[src/rtl/sequence_engine_if.sv]
// Bundle between the game control FSM / board I/O and sequence_engine.
// The master side drives start/clear/inputs; the engine (slave) drives prompts and status.
interface sequence_engine_if #(
    parameter int CHANNELS = 4,
    parameter int DEPTH    = 16
);
    localparam int LW = $clog2(DEPTH + 1);

    logic                start;
    logic                clear;
    logic [CHANNELS-1:0] inputs;
    logic [CHANNELS-1:0] prompt;
    logic                busy;
    logic [LW-1:0]       level;
    logic                full;
    logic                pass;
    logic                fail;

    modport master (
        output start, clear, inputs,
        input  prompt, busy, level, full, pass, fail
    );

    modport slave (
        input  start, clear, inputs,
        output prompt, busy, level, full, pass, fail
    );
endinterface

[src/rtl/sequence_engine.sv]
// Memory-game engine: grows an LFSR-derived symbol sequence, plays it as timed prompts, checks the replies.
// Optional listen timeout is compiled in when SEQ_TIMEOUT_EN is defined.
module sequence_engine #(
    parameter int          CHANNELS      = 4,
    parameter int          DEPTH         = 16,
    parameter int          TICK_DIV      = 25000000,
    parameter logic [15:0] SEED          = 16'hACE1
`ifdef SEQ_TIMEOUT_EN
    ,
    parameter int          TIMEOUT_TICKS = 10
`endif
) (
    input logic              clock,
    input logic              reset,
    sequence_engine_if.slave seqIf
);
    localparam int SW = (CHANNELS > 1) ? $clog2(CHANNELS) : 1;
    localparam int LW = $clog2(DEPTH + 1);
    localparam int AW = (DEPTH > 1) ? $clog2(DEPTH) : 1;
    localparam int TW = (TICK_DIV > 1) ? $clog2(TICK_DIV) : 1;

    localparam logic [2:0] S_IDLE     = 3'd0;
    localparam logic [2:0] S_APPEND   = 3'd1;
    localparam logic [2:0] S_PLAY_ON  = 3'd2;
    localparam logic [2:0] S_PLAY_OFF = 3'd3;
    localparam logic [2:0] S_LISTEN   = 3'd4;
    localparam logic [2:0] S_PASS     = 3'd5;
    localparam logic [2:0] S_FAIL     = 3'd6;

    localparam logic [TW-1:0]       TICK_LAST = TW'(TICK_DIV - 1);
    localparam logic [LW-1:0]       LEVEL_MAX = LW'(DEPTH);
    localparam logic [CHANNELS-1:0] ONE       = CHANNELS'(1);

    logic [2:0]          state_q, state_d;
    logic [LW-1:0]       level_q, level_d;
    logic [LW-1:0]       idx_q, idx_d;
    logic [15:0]         lfsr_q, lfsr_d;
    logic [CHANNELS-1:0] prev_q;
    logic [TW-1:0]       tick_q, tick_d;
    logic [SW-1:0]       mem_q [DEPTH];

    logic                memWe;
    logic                full;
    logic                tickDone;
    logic                lfsrFb;
    logic [SW-1:0]       sym;
    logic [SW-1:0]       memAtIdx;
    logic [CHANNELS-1:0] expectOnehot;
    logic [CHANNELS-1:0] rise;
    logic [LW-1:0]       idxInc;

`ifdef SEQ_TIMEOUT_EN
    localparam int            PW         = $clog2(TIMEOUT_TICKS + 1);
    localparam logic [PW-1:0] PHASE_LAST = PW'(TIMEOUT_TICKS - 1);
    logic [PW-1:0]            phase_q, phase_d;
`endif

    assign full         = (level_q == LEVEL_MAX);
    assign tickDone     = (tick_q == TICK_LAST);
    assign lfsrFb       = lfsr_q[0] ^ lfsr_q[2] ^ lfsr_q[3] ^ lfsr_q[5];
    assign sym          = SW'(lfsr_q % 16'(CHANNELS));
    assign memAtIdx     = mem_q[idx_q[AW-1:0]];
    assign expectOnehot = ONE << memAtIdx;
    assign rise         = seqIf.inputs & ~prev_q;
    assign idxInc       = idx_q + LW'(1);

    // Next-state logic; clear overrides whatever the current state decided.
    always_comb begin
        state_d = state_q;
        level_d = level_q;
        idx_d   = idx_q;
        lfsr_d  = lfsr_q;
        tick_d  = tickDone ? '0 : tick_q + TW'(1);
        memWe   = 1'b0;
`ifdef SEQ_TIMEOUT_EN
        phase_d = tickDone ? phase_q + PW'(1) : phase_q;
`endif
        case (state_q)
            S_IDLE: begin
                if (seqIf.start) begin
                    if (full) begin
                        state_d = S_PLAY_ON;
                        idx_d   = '0;
                        tick_d  = '0;
                    end else begin
                        state_d = S_APPEND;
                    end
                end
            end
            S_APPEND: begin
                memWe   = 1'b1;
                level_d = level_q + LW'(1);
                lfsr_d  = {lfsrFb, lfsr_q[15:1]};
                idx_d   = '0;
                tick_d  = '0;
                state_d = S_PLAY_ON;
            end
            S_PLAY_ON: begin
                if (tickDone) begin
                    tick_d  = '0;
                    state_d = S_PLAY_OFF;
                end
            end
            S_PLAY_OFF: begin
                if (tickDone) begin
                    tick_d = '0;
                    if (idxInc < level_q) begin
                        idx_d   = idxInc;
                        state_d = S_PLAY_ON;
                    end else begin
                        idx_d   = '0;
                        state_d = S_LISTEN;
`ifdef SEQ_TIMEOUT_EN
                        phase_d = '0;
`endif
                    end
                end
            end
            // A single rising edge on the expected channel advances; anything else that rises fails.
            S_LISTEN: begin
                if (rise != '0) begin
                    if (rise == expectOnehot) begin
                        idx_d  = idxInc;
                        tick_d = '0;
`ifdef SEQ_TIMEOUT_EN
                        phase_d = '0;
`endif
                        if (idxInc == level_q) begin
                            state_d = S_PASS;
                        end
                    end else begin
                        state_d = S_FAIL;
                    end
                end
`ifdef SEQ_TIMEOUT_EN
                else if (tickDone && (phase_q == PHASE_LAST)) begin
                    state_d = S_FAIL;
                end
`endif
            end
            S_PASS:  state_d = S_IDLE;
            S_FAIL:  state_d = S_IDLE;
            default: state_d = S_IDLE;
        endcase

        if (seqIf.clear) begin
            state_d = S_IDLE;
            level_d = '0;
            idx_d   = '0;
            memWe   = 1'b0;
        end
    end

    always_ff @(posedge clock) begin
        if (!reset) begin
            state_q <= S_IDLE;
            level_q <= '0;
            idx_q   <= '0;
            lfsr_q  <= SEED;
            prev_q  <= '0;
            tick_q  <= '0;
`ifdef SEQ_TIMEOUT_EN
            phase_q <= '0;
`endif
        end else begin
            state_q <= state_d;
            level_q <= level_d;
            idx_q   <= idx_d;
            lfsr_q  <= lfsr_d;
            prev_q  <= seqIf.inputs;
            tick_q  <= tick_d;
`ifdef SEQ_TIMEOUT_EN
            phase_q <= phase_d;
`endif
        end
    end

    // Symbol storage has no reset; entries above level are never read.
    always_ff @(posedge clock) begin
        if (memWe) begin
            mem_q[level_q[AW-1:0]] <= sym;
        end
    end

    assign seqIf.prompt = (state_q == S_PLAY_ON) ? expectOnehot : '0;
    assign seqIf.busy   = (state_q != S_IDLE);
    assign seqIf.level  = level_q;
    assign seqIf.full   = full;
    assign seqIf.pass   = (state_q == S_PASS);
    assign seqIf.fail   = (state_q == S_FAIL);
endmodule

[src/flat_wrapper.sv]
// flat-port wrapper written by rule: the top's interface ports become plain ports
module sequence_engine_flat 
#(
    parameter int          CHANNELS      = 4,
    parameter int          DEPTH         = 16,
    parameter int          TICK_DIV      = 25000000,
    parameter logic [15:0] SEED          = 16'hACE1

)
  (clock, reset, seqIf_start, seqIf_clear, seqIf_inputs, seqIf_prompt, seqIf_busy, seqIf_level, seqIf_full, seqIf_pass, seqIf_fail);
  sequence_engine_if #(.CHANNELS(CHANNELS), .DEPTH(DEPTH)) seqIf_i ();
  input logic clock;
  input logic reset;
  input wire logic [$bits(seqIf_i.start)-1:0] seqIf_start;
  input wire logic [$bits(seqIf_i.clear)-1:0] seqIf_clear;
  input wire logic [$bits(seqIf_i.inputs)-1:0] seqIf_inputs;
  output wire logic [$bits(seqIf_i.prompt)-1:0] seqIf_prompt;
  output wire logic [$bits(seqIf_i.busy)-1:0] seqIf_busy;
  output wire logic [$bits(seqIf_i.level)-1:0] seqIf_level;
  output wire logic [$bits(seqIf_i.full)-1:0] seqIf_full;
  output wire logic [$bits(seqIf_i.pass)-1:0] seqIf_pass;
  output wire logic [$bits(seqIf_i.fail)-1:0] seqIf_fail;
  assign seqIf_i.start = seqIf_start;
  assign seqIf_i.clear = seqIf_clear;
  assign seqIf_i.inputs = seqIf_inputs;
  assign seqIf_prompt = seqIf_i.prompt;
  assign seqIf_busy = seqIf_i.busy;
  assign seqIf_level = seqIf_i.level;
  assign seqIf_full = seqIf_i.full;
  assign seqIf_pass = seqIf_i.pass;
  assign seqIf_fail = seqIf_i.fail;
  sequence_engine #(.CHANNELS(CHANNELS), .DEPTH(DEPTH), .TICK_DIV(TICK_DIV), .SEED(SEED)) u_core (.clock(clock), .reset(reset), .seqIf(seqIf_i));
endmodule
[config.mk]
export PLATFORM = sky130hd
export DESIGN_NAME = sequence_engine_flat
export DESIGN_NICKNAME = d
export VERILOG_FILES = /design/src/rtl/sequence_engine_if.sv /design/src/rtl/sequence_engine.sv /design/src/flat_wrapper.sv
export SDC_FILE = /design/constraint.sdc
export NUM_CORES = 1
export LEC_CHECK = 0
export ABC_AREA = 1
export ABC_CLOCK_PERIOD_IN_PS = 2970
export CAP_MARGIN = 5
export CELL_PAD_IN_SITES_DETAIL_PLACEMENT = 1
export CELL_PAD_IN_SITES_GLOBAL_PLACEMENT = 1
export CORE_UTILIZATION = 43
export DETAILED_ROUTE_END_ITERATION = 7
export GPL_ROUTABILITY_DRIVEN = 0
export PLACE_DENSITY_LB_ADDON = 0.1
export SKIP_CTS_REPAIR_TIMING = 1
export SLEW_MARGIN = 20
export SYNTH_ARGS = -nofsm -noshare
export SYNTH_HDL_FRONTEND = slang
export SYNTH_SLANG_ARGS = --single-unit
[constraint.sdc]
create_clock -name clock -period 2.97 [get_ports clock]
set_clock_uncertainty 0.15 [all_clocks]
set_input_delay 0.7425 -clock clock [delete_from_list [all_inputs] [get_ports clock]]
set_output_delay 0.7425 -clock clock [all_outputs]
set_load 0.01 [all_outputs]
### Yosys cells after proc, flatten, opt, wreduce, memory -nomap -nowiden

Memories as Yosys holds them, arrays and structs flattened. A register that Yosys moved wholly into a read port is not among the register bits.
Index checks and enable logic that the tools add are counted.

* bits in registers: 58
* RAM bits: 32
* input port bits: 8
* output and inout port bits: 13
* word-level logic and storage cells: 73
* memories kept: 1

* add/sub/neg operators: 3
* $lt $le $gt $ge: 1
* equal/unequal tests: 17
* shifts and indexed selects: 1
* mux-type cells: 30
* bitwise logic cells: 6
* reductions and logical operators: 8

Memory list
* u_core.mem_q: depth 16, width 2, rd ports 1, clocked after memory_dff 1, write ports 1, line sequence_engine.sv:40 `logic [SW-1:0] mem_q [DEPTH];`

Operators by type and width (number)
* $mux W25: 6
* $pmux W25 S4: 1
* $mux W5: 6
* $add A25 B1 Y25 const B: 1
* $eq A25 B25 Y1 const B: 1
* $mux W3: 7
* $pmux W5 S4: 1
* $pmux W3 S5: 1
* $mux W4: 3
* $add A5 B1 Y5 const B: 2
* $eq A3 B3 Y1 const B: 3
* $ne A2 B1 Y1 const B: 4
* $reduce_bool A4 Y1: 2
* $eq A3 B2 Y1 const B: 2
* $reduce_and A6 Y1: 1
* $eq A5 B5 Y1: 1
* $eq A5 B5 Y1 const B: 1
* $lt A5 B5 Y1: 1
* $reduce_and A5 Y1: 1
* $and A4 B4 Y4: 1
* $eq A4 B4 Y1: 1
* $mux W1: 4
* $ne A2 B2 Y1 const B: 2
* $not A4 Y4: 1
* other kinds (9): 12

### Depth between registers and ports, before layout

Gate-level depths: netlist (run 1).

* depth in word-level cells: 8
* gate-level depth with buffers: 19
* mapped depth without buffers: 18

### Least setup slack after synthesis (run 1)

Ideal clock, no wire load.

* path type: reg2reg
* from: reg u_core.idx_q[0]
* to: reg u_core.state_q[1]
* library setup time: 0.116 ns
* arrival time: 1.958 ns
* required time: 2.704 ns
* path slack: 0.746 ns
* stages on the path, launching flop included: 15
* path buffers: 0
* period minus slack after synthesis: 2.224 ns
* cell sequence: dfxtp_1 ha_1 nand3_1 xor2_1 ha_1 nand2_1 or2_2 o2111ai_1 inv_1 nand2_1 o2111ai_1 inv_1 nand2_1 o21ai_0 nor2_1

* cells in the longest elaborated chain, start to end: 5
* elaborated cells on any way between the ends: 8
* those cells by class: add/sub: 1; order compare: 1; eq/ne: 2; mux: 3; reduce/logical: 1

RTL lines
* start, declared: line sequence_engine.sv:36 `logic [LW-1:0] idx_q, idx_d;`
* start signal, assigned: line sequence_engine.sv:168 `idx_q <= idx_d;`
* $add A5 B1 Y5 (*): line sequence_engine.sv:65 `assign idxInc = idx_q + LW'(1);`
* $lt A5 B5 Y1: line sequence_engine.sv:107 `if (idxInc < level_q) begin`
* $mux W3: line sequence_engine.sv:107
* $mux W3: line sequence_engine.sv:105 `if (tickDone) begin`
* $pmux W3 S5: line sequence_engine.sv:78 `case (state_q)`
* end signal, assigned: line sequence_engine.sv:166 `state_q <= state_d;`
* end, declared: line sequence_engine.sv:34 `logic [2:0] state_q, state_d;`

Every way passes the cells marked *; elsewhere a longest branch is shown, timed or not. The select of a mux whose other input is x is not followed.
A chain may end at the register's enable or synchronous reset.

==> out/metrics.cfg, run 1 <==
[grt]
grt_pass1_vias = 3891
grt_util_all_layers = 0.219
grt_max_degree = 25
grt.overflow.total = 0
antenna_found_initial = 0
grt_pass1_wl_um = 18800

[layout]
synthToLayoutAreaGrowth_pct = 12.1
drive_gt1_frac = 0.103
multi_input_area_um2 = 1960
nets = 627
regArea_um2 = 2200
n_antenna_cell = 0
fin_util = 0.498
nFillCells = 1298

[setup_path]
cp_common_cell = nand3_1
cp_top_family = simple AND/OR/NAND/NOR gates
regToRegSetupSlack_ns = 0.38
rr_endpoint = u_core.idx_q[0]
worstRegToRegCells = 15
rr_startpoint = u_core.idx_q[0]
worst_path_largest_cell_delay_ns = 0.34
cp.required_ns = 2.08
critPathMaxFanout = 17
end_kind = primary output
worstSetupPathType = flop to primary output
cp_data_arrival_time_ns = 1.93
path_cells = buf_12, inv_6, nand2_1, nand3_1, nand3_1, nand3_1, nand2_2, inv_2, nand2_1, nor2_1, dlymetal6s2s_1
startpoint_type = flop
critPathSlowestCell = dfxtp_1
path_buf_inv = 4

[floorplanning]
die_y_um = 106
start_util = 0.444
io_pins = 21
core_area_um2 = 10400
rows = 37
die_area_um2 = 11100
die_width_um = 106

[clock_network]
root_buffer = clkbuf_8
h-tree-depth = 3
clockBufferDepth = 2
path_clk_slew_ns = 0.10
cts_sinks = 94
cts_buffers = 9
cts_tree = built
clock_latency_ns = 0.37

[drt]
vias = 3695
postRouteAntennaNets = 0
drt_wl_total_um = 11300
firstDrtPassIters = 4
drcViolationCount = 0
routed_via_density = 4.93
drt_iter0_markers = 163
wire_per_inst_um = 15.0

[synthesis]
ys_ff_latch = 94
ys_types = 34
yosysWarnings = 0
synth_area_leader_cell = dfxtp_1
seq_area_frac_synth = 0.478
synth.area.top_cells = dfxtp_1, edfxtp_1, nand2_1, inv_1, nand3_1
synth_area_um2 = 4610
netlist_instances = 580
synth_top_area_frac = 0.269
syn_nets = 599
synth_area_per_cell_um2 = 7.95

[min_path]
min_from = u_core.lfsr_q[10]
hold_depth = 2
whs_endpoint = u_core.lfsr_q[10]
hold_path_class = flop to flop

[pwr]
leakage_nw = 2.13
peakVddDrop_uv = 224
total_power_w = 0.00273
power.density_nw_per_um2 = 529

[timing]
setup_slack_ns = 0.150
hold_viol_final = 0
setup_viol = 0
fmax_mhz = 355
period_minus_slack_ns = 2.82
fin_crit_sh = 0.949
finalSetupTns_ns = 0
worstMarginPinSlew_ns = 0.659
relSlewSlack = 0.560
fin_hold_ws_ns = 0.320
drv_slew = 0
rsz0062_at_grt = no

[placement]
place_worst_setup_slack_ns = 0.150
io_buffers = 20
hpwl_um = 8660

[run]
drv_cap = 0

[status]
outcome = finished clean

==> registers in the layout, summed over array words and instances (netlist names), named ones only <==
signal,count
u_core.tick_q,25
u_core.idx_q,5
u_core.prev_q,4
u_core.lfsr_q,16
u_core.state_q,3
u_core.mem_q,32
u_core.seqIf.level,5
==> tightest hold or removal path, stage by stage (launching register included) <==
cell     delay (ns)
dfxtp_1        0.34
nand2_1        0.05
nand3_1        0.05
==> cells in the mapped netlist <==
library cell	n
nand3b_1	2
nand2_1	118
nor2_1	65
a21oi_1	6
xnor2_1	7
nand2_2	5
nand3_1	53
dfxtp_1	62
clkbuf_1	5
nor4_1	5
inv_6	1
nor2_2	22
edfxtp_1	32
o41ai_1	1
nand4_1	6
xor2_1	20
a41oi_1	1
or2_2	2
o2111ai_1	2
inv_2	2
buf_2	1
nor3_1	26
a31oi_1	1
buf_6	5
nand3_2	1
nand2_4	1
o21bai_1	1
nor3b_1	1
or2_0	1
o21ai_0	18
nor4b_1	1
ha_1	11
nor3_2	3
inv_1	92
==> layer usage <==
layer	routed length (um)	GRT usage	up-vias
met2	5740	0.392	43
li1	-	-	1898
met3	284	0.0371	11
met5	0	0	-
met1	5090	0.260	1743
met4	150	0.0903	0
==> cell families after synthesis <==
family          share of synthesized area
simple gates                        0.308
buf+inv                            0.0958
flops                               0.478
compound gates                     0.0367
xor+xnor                           0.0513
fa+ha+maj                          0.0299
==> area by class of cell <==
type	count	area share
sequential	94	0.426
multi-input combinational	380	0.380
inverter	95	0.0700
timing repair buffer	28	0.0557
tap	136	0.0329
clock buffer	9	0.0240
clock inverter	7	0.0109
==> how the worst max path moves through the flow <==
stage	start	end	slack (ns)	depth (start not counted)
global route	flop	seqIf_prompt[2]	0.01	11
floorplan	u_core.idx_q[0]	u_core.state_q[1]	0.75	14
CTS	flop	seqIf_prompt[2]	-0.27	11
global placement	flop	seqIf_prompt[2]	0.20	11
finish	flop	seqIf_prompt[2]	0.15	11
detailed placement	seqIf_inputs[1]	flop	0.15	11
==> power breakdown <==
part | switching [W] | total, W | internal (W) | leakage (nW)
clock | 0.000497 | 0.000813 | 0.000316 | 0.0920
sequential | 0.0000548 | 0.00145 | 0.00139 | 0.788
combinational | 0.000304 | 0.000471 | 0.000168 | 1.25
==> cells in the final DEF, fill, tap and decap left out, types with 7 or more instances in the layout <==
| master | n |
|---|---|
| edfxtp_1 | 32 |
| nor2_1 | 65 |
| xor2_1 | 20 |
| xnor2_1 | 7 |
| nor2_2 | 22 |
| nor3_1 | 26 |
| clkdlybuf4s50_1 | 16 |
| dfxtp_1 | 62 |
| o21ai_0 | 18 |
| clkbuf_8 | 9 |
| nand2_1 | 118 |
| ha_1 | 11 |
| nand3_1 | 53 |
| inv_1 | 91 |
==> stage by stage <==
stage	cell area (um2)	std cells
detailed placement	4980	733
global route	5170	749
finish	5170	749
global placement	4980	733
floorplan	4610	580
CTS	5160	749
Note: power is estimated with default switching activity, not from simulation.
==> run 2: changes to the inputs <==
--- a/config.mk
+++ b/config.mk
@@ -15,7 +15,7 @@
 export GPL_ROUTABILITY_DRIVEN = 0
 export PLACE_DENSITY_LB_ADDON = 0.1
 export SKIP_CTS_REPAIR_TIMING = 1
-export SLEW_MARGIN = 20
+export SLEW_MARGIN = 30
 export SYNTH_ARGS = -nofsm -noshare
 export SYNTH_HDL_FRONTEND = slang
 export SYNTH_SLANG_ARGS = --single-unit
==> results of run 2 <==
No change in the layout: final DEF, timing and power equal those of run 1.
==> run 3: changes to the inputs <==
--- a/config.mk
+++ b/config.mk
@@ -7,7 +7,7 @@
 export LEC_CHECK = 0
 export ABC_AREA = 1
 export ABC_CLOCK_PERIOD_IN_PS = 2970
-export CAP_MARGIN = 5
+export CAP_MARGIN = 20
 export CELL_PAD_IN_SITES_DETAIL_PLACEMENT = 1
 export CELL_PAD_IN_SITES_GLOBAL_PLACEMENT = 1
 export CORE_UTILIZATION = 43
==> results of run 3 <==
No change in the layout: final DEF, timing and power equal those of run 1.
==> variant (settings of run 1) <==
`DEPTH` is set to 16 in 3 places; all go to 32.
--- a/src/rtl/sequence_engine_if.sv
+++ b/src/rtl/sequence_engine_if.sv
@@ -3,5 +3,5 @@
 interface sequence_engine_if #(
     parameter int CHANNELS = 4,
-    parameter int DEPTH    = 16
+    parameter int DEPTH    = 32
 );
     localparam int LW = $clog2(DEPTH + 1);
--- a/src/rtl/sequence_engine.sv
+++ b/src/rtl/sequence_engine.sv
@@ -3,5 +3,5 @@
 module sequence_engine #(
     parameter int          CHANNELS      = 4,
-    parameter int          DEPTH         = 16,
+    parameter int          DEPTH         = 32,
     parameter int          TICK_DIV      = 25000000,
     parameter logic [15:0] SEED          = 16'hACE1
--- a/src/flat_wrapper.sv
+++ b/src/flat_wrapper.sv
@@ -3,5 +3,5 @@
 #(
     parameter int          CHANNELS      = 4,
-    parameter int          DEPTH         = 16,
+    parameter int          DEPTH         = 32,
     parameter int          TICK_DIV      = 25000000,
     parameter logic [15:0] SEED          = 16'hACE1
Interface: changed (resized seqIf_level); port bits go from 21 to 22. The function was not compared with the original's and may differ.
==> variant against run 1 <==
- the run now ends with negative setup slack left
- wire length up 45%
- non-clock buffer count increased by 15
- worst setup slack got worse by 0.20 ns
- final area rose by 41%
- sequential cell count is 35 higher
- power up 76%
- area after synthesis grew 31%
==> variant: results (changes against run 1) <==
| Metric | Value |
|---|---|
| Outcome | finished with violations (was complete, no violations) |
| Failing checks | negative setup slack |
| # setup viols final | 1 (was 0) |
| CP endpoint | seqIf_prompt[3] (was seqIf_prompt[2]) |
| Detailed placer's ending HPWL | 11100 µm (was 8660 µm) |
| Critical Path Fanout Max | 7 (was 17) |
| LEAKAGE | 0.00279 µW (was 0.00213 µW) |
| First-pass GRT wire length | 25800 µm (was 18800 µm) |
| Worst skew pair latency | 0.42 ns (was 0.37 ns) |
| Fin cells | 942 (was 749) |
| Worst path slowest cell | dfxtp_4 (was dfxtp_1) |
| GRT met1 Usage | 29.2% (was 26.0%) |
| Synth top area cells | edfxtp_1 (32%), dfxtp_1 (21%), nand2_1 (11%), nand3_1 (7.2%), nor2_1 (5.9%) (was dfxtp_1 (27%), edfxtp_1 (21%), nand2_1 (9.6%), inv_1 (7.5%), nand3_1 (5.8%)) |
| Pint | 3540 µW (was 1880 µW) |
| 1st-iter DRT viols | 299 (was 163) |
| Met3 Use GR | 4.76% (was 3.71%) |
| Final WS setup | -0.0524 ns (was 0.150 ns) |
| Layout Nets | 769 (was 627) |
| CP max stage delay | 0.36 ns (was 0.34 ns) |
| Hold worst-path end | u_core.lfsr_q[13]$_SDFFE_PN1N_ (was u_core.lfsr_q[10]$_SDFFE_PN1P_) |
| Max_slew headroom | 57.4% (was 56.0%) |
| Clock transition at path regs | 0.06 ns (was 0.10 ns) |
| Htree depth | 4 (was 3) |
| Fillers | 1616 (was 1298) |
| IO Port Bufs | 21 (was 20) |
==> variant: changes by cell type in the layout (fill, tap and decap cells not counted), moves of 9 or more <==
| cell | run 1 | this run |
|---|---|---|
| clkbuf_16 | 0 | 17 |
| a21oi_1 | 6 | 15 |
| edfxtp_1 | 32 | 64 |
| nor2_1 | 65 | 93 |
| nand2_1 | 118 | 159 |
| inv_1 | 91 | 56 |
| nand3_2 | 1 | 12 |
| nand3_1 | 53 | 75 |
| buf_4 | 6 | 16 |
| nand2_2 | 5 | 20 |
==> variant: critical path: cells and delay by family (launching register included) <==
kind                   cells  cell delay (ns)
buffers and inverters      4             0.56
DFF                        1             0.36
and+or+nand+nor           10             0.78
==> variant: cells by family after synthesis <==
logic type	share of synthesized area, %
adders and majority gates	2.48
buffers and inverters	6.59
AOI/OAI and AO/OA	3.14
DFF	53.2
xor gates and xnor gates	4.34
and+or+nand+nor	30.2
==> variant: final cells by class <==
cell class	count	area, µm²	share of cell area (%)
Sequential cell	129	3230	44.2
Multi-Input combinational cell	499	2590	35.4
Clock buffer	22	454	6.22
Timing Repair Buffer	43	409	5.61
Inverter	58	246	3.38
Tap cell	180	225	3.09
Clock inverter	10	134	1.83
Timing Repair inverter	1	16.3	0.223
==> variant: power groups by stage <==
stage | Clock, µW | Sequential [µW] | Combinational (µW)
final | 2100 | 1990 | 727
after global routing | 2190 | 2000 | 812
after CTS | 2120 | 1990 | 626
after detailed placement | 0 | 2030 | 619
after global placement | 0 | 2020 | 597
after floorplan | 0 | 2030 | 440
==> variant: layer usage <==
| layer | up-vias | routed length (µm) | part of all wire [%] |
|---|---|---|---|
| met4 | 0 | 341 | 2.1 |
| met3 | 28 | 534 | 3.3 |
| li1 | 2392 | - | - |
| met2 | 78 | 8110 | 50 |
| met1 | 2439 | 7370 | 45 |
| met5 | - | 0 | 0 |
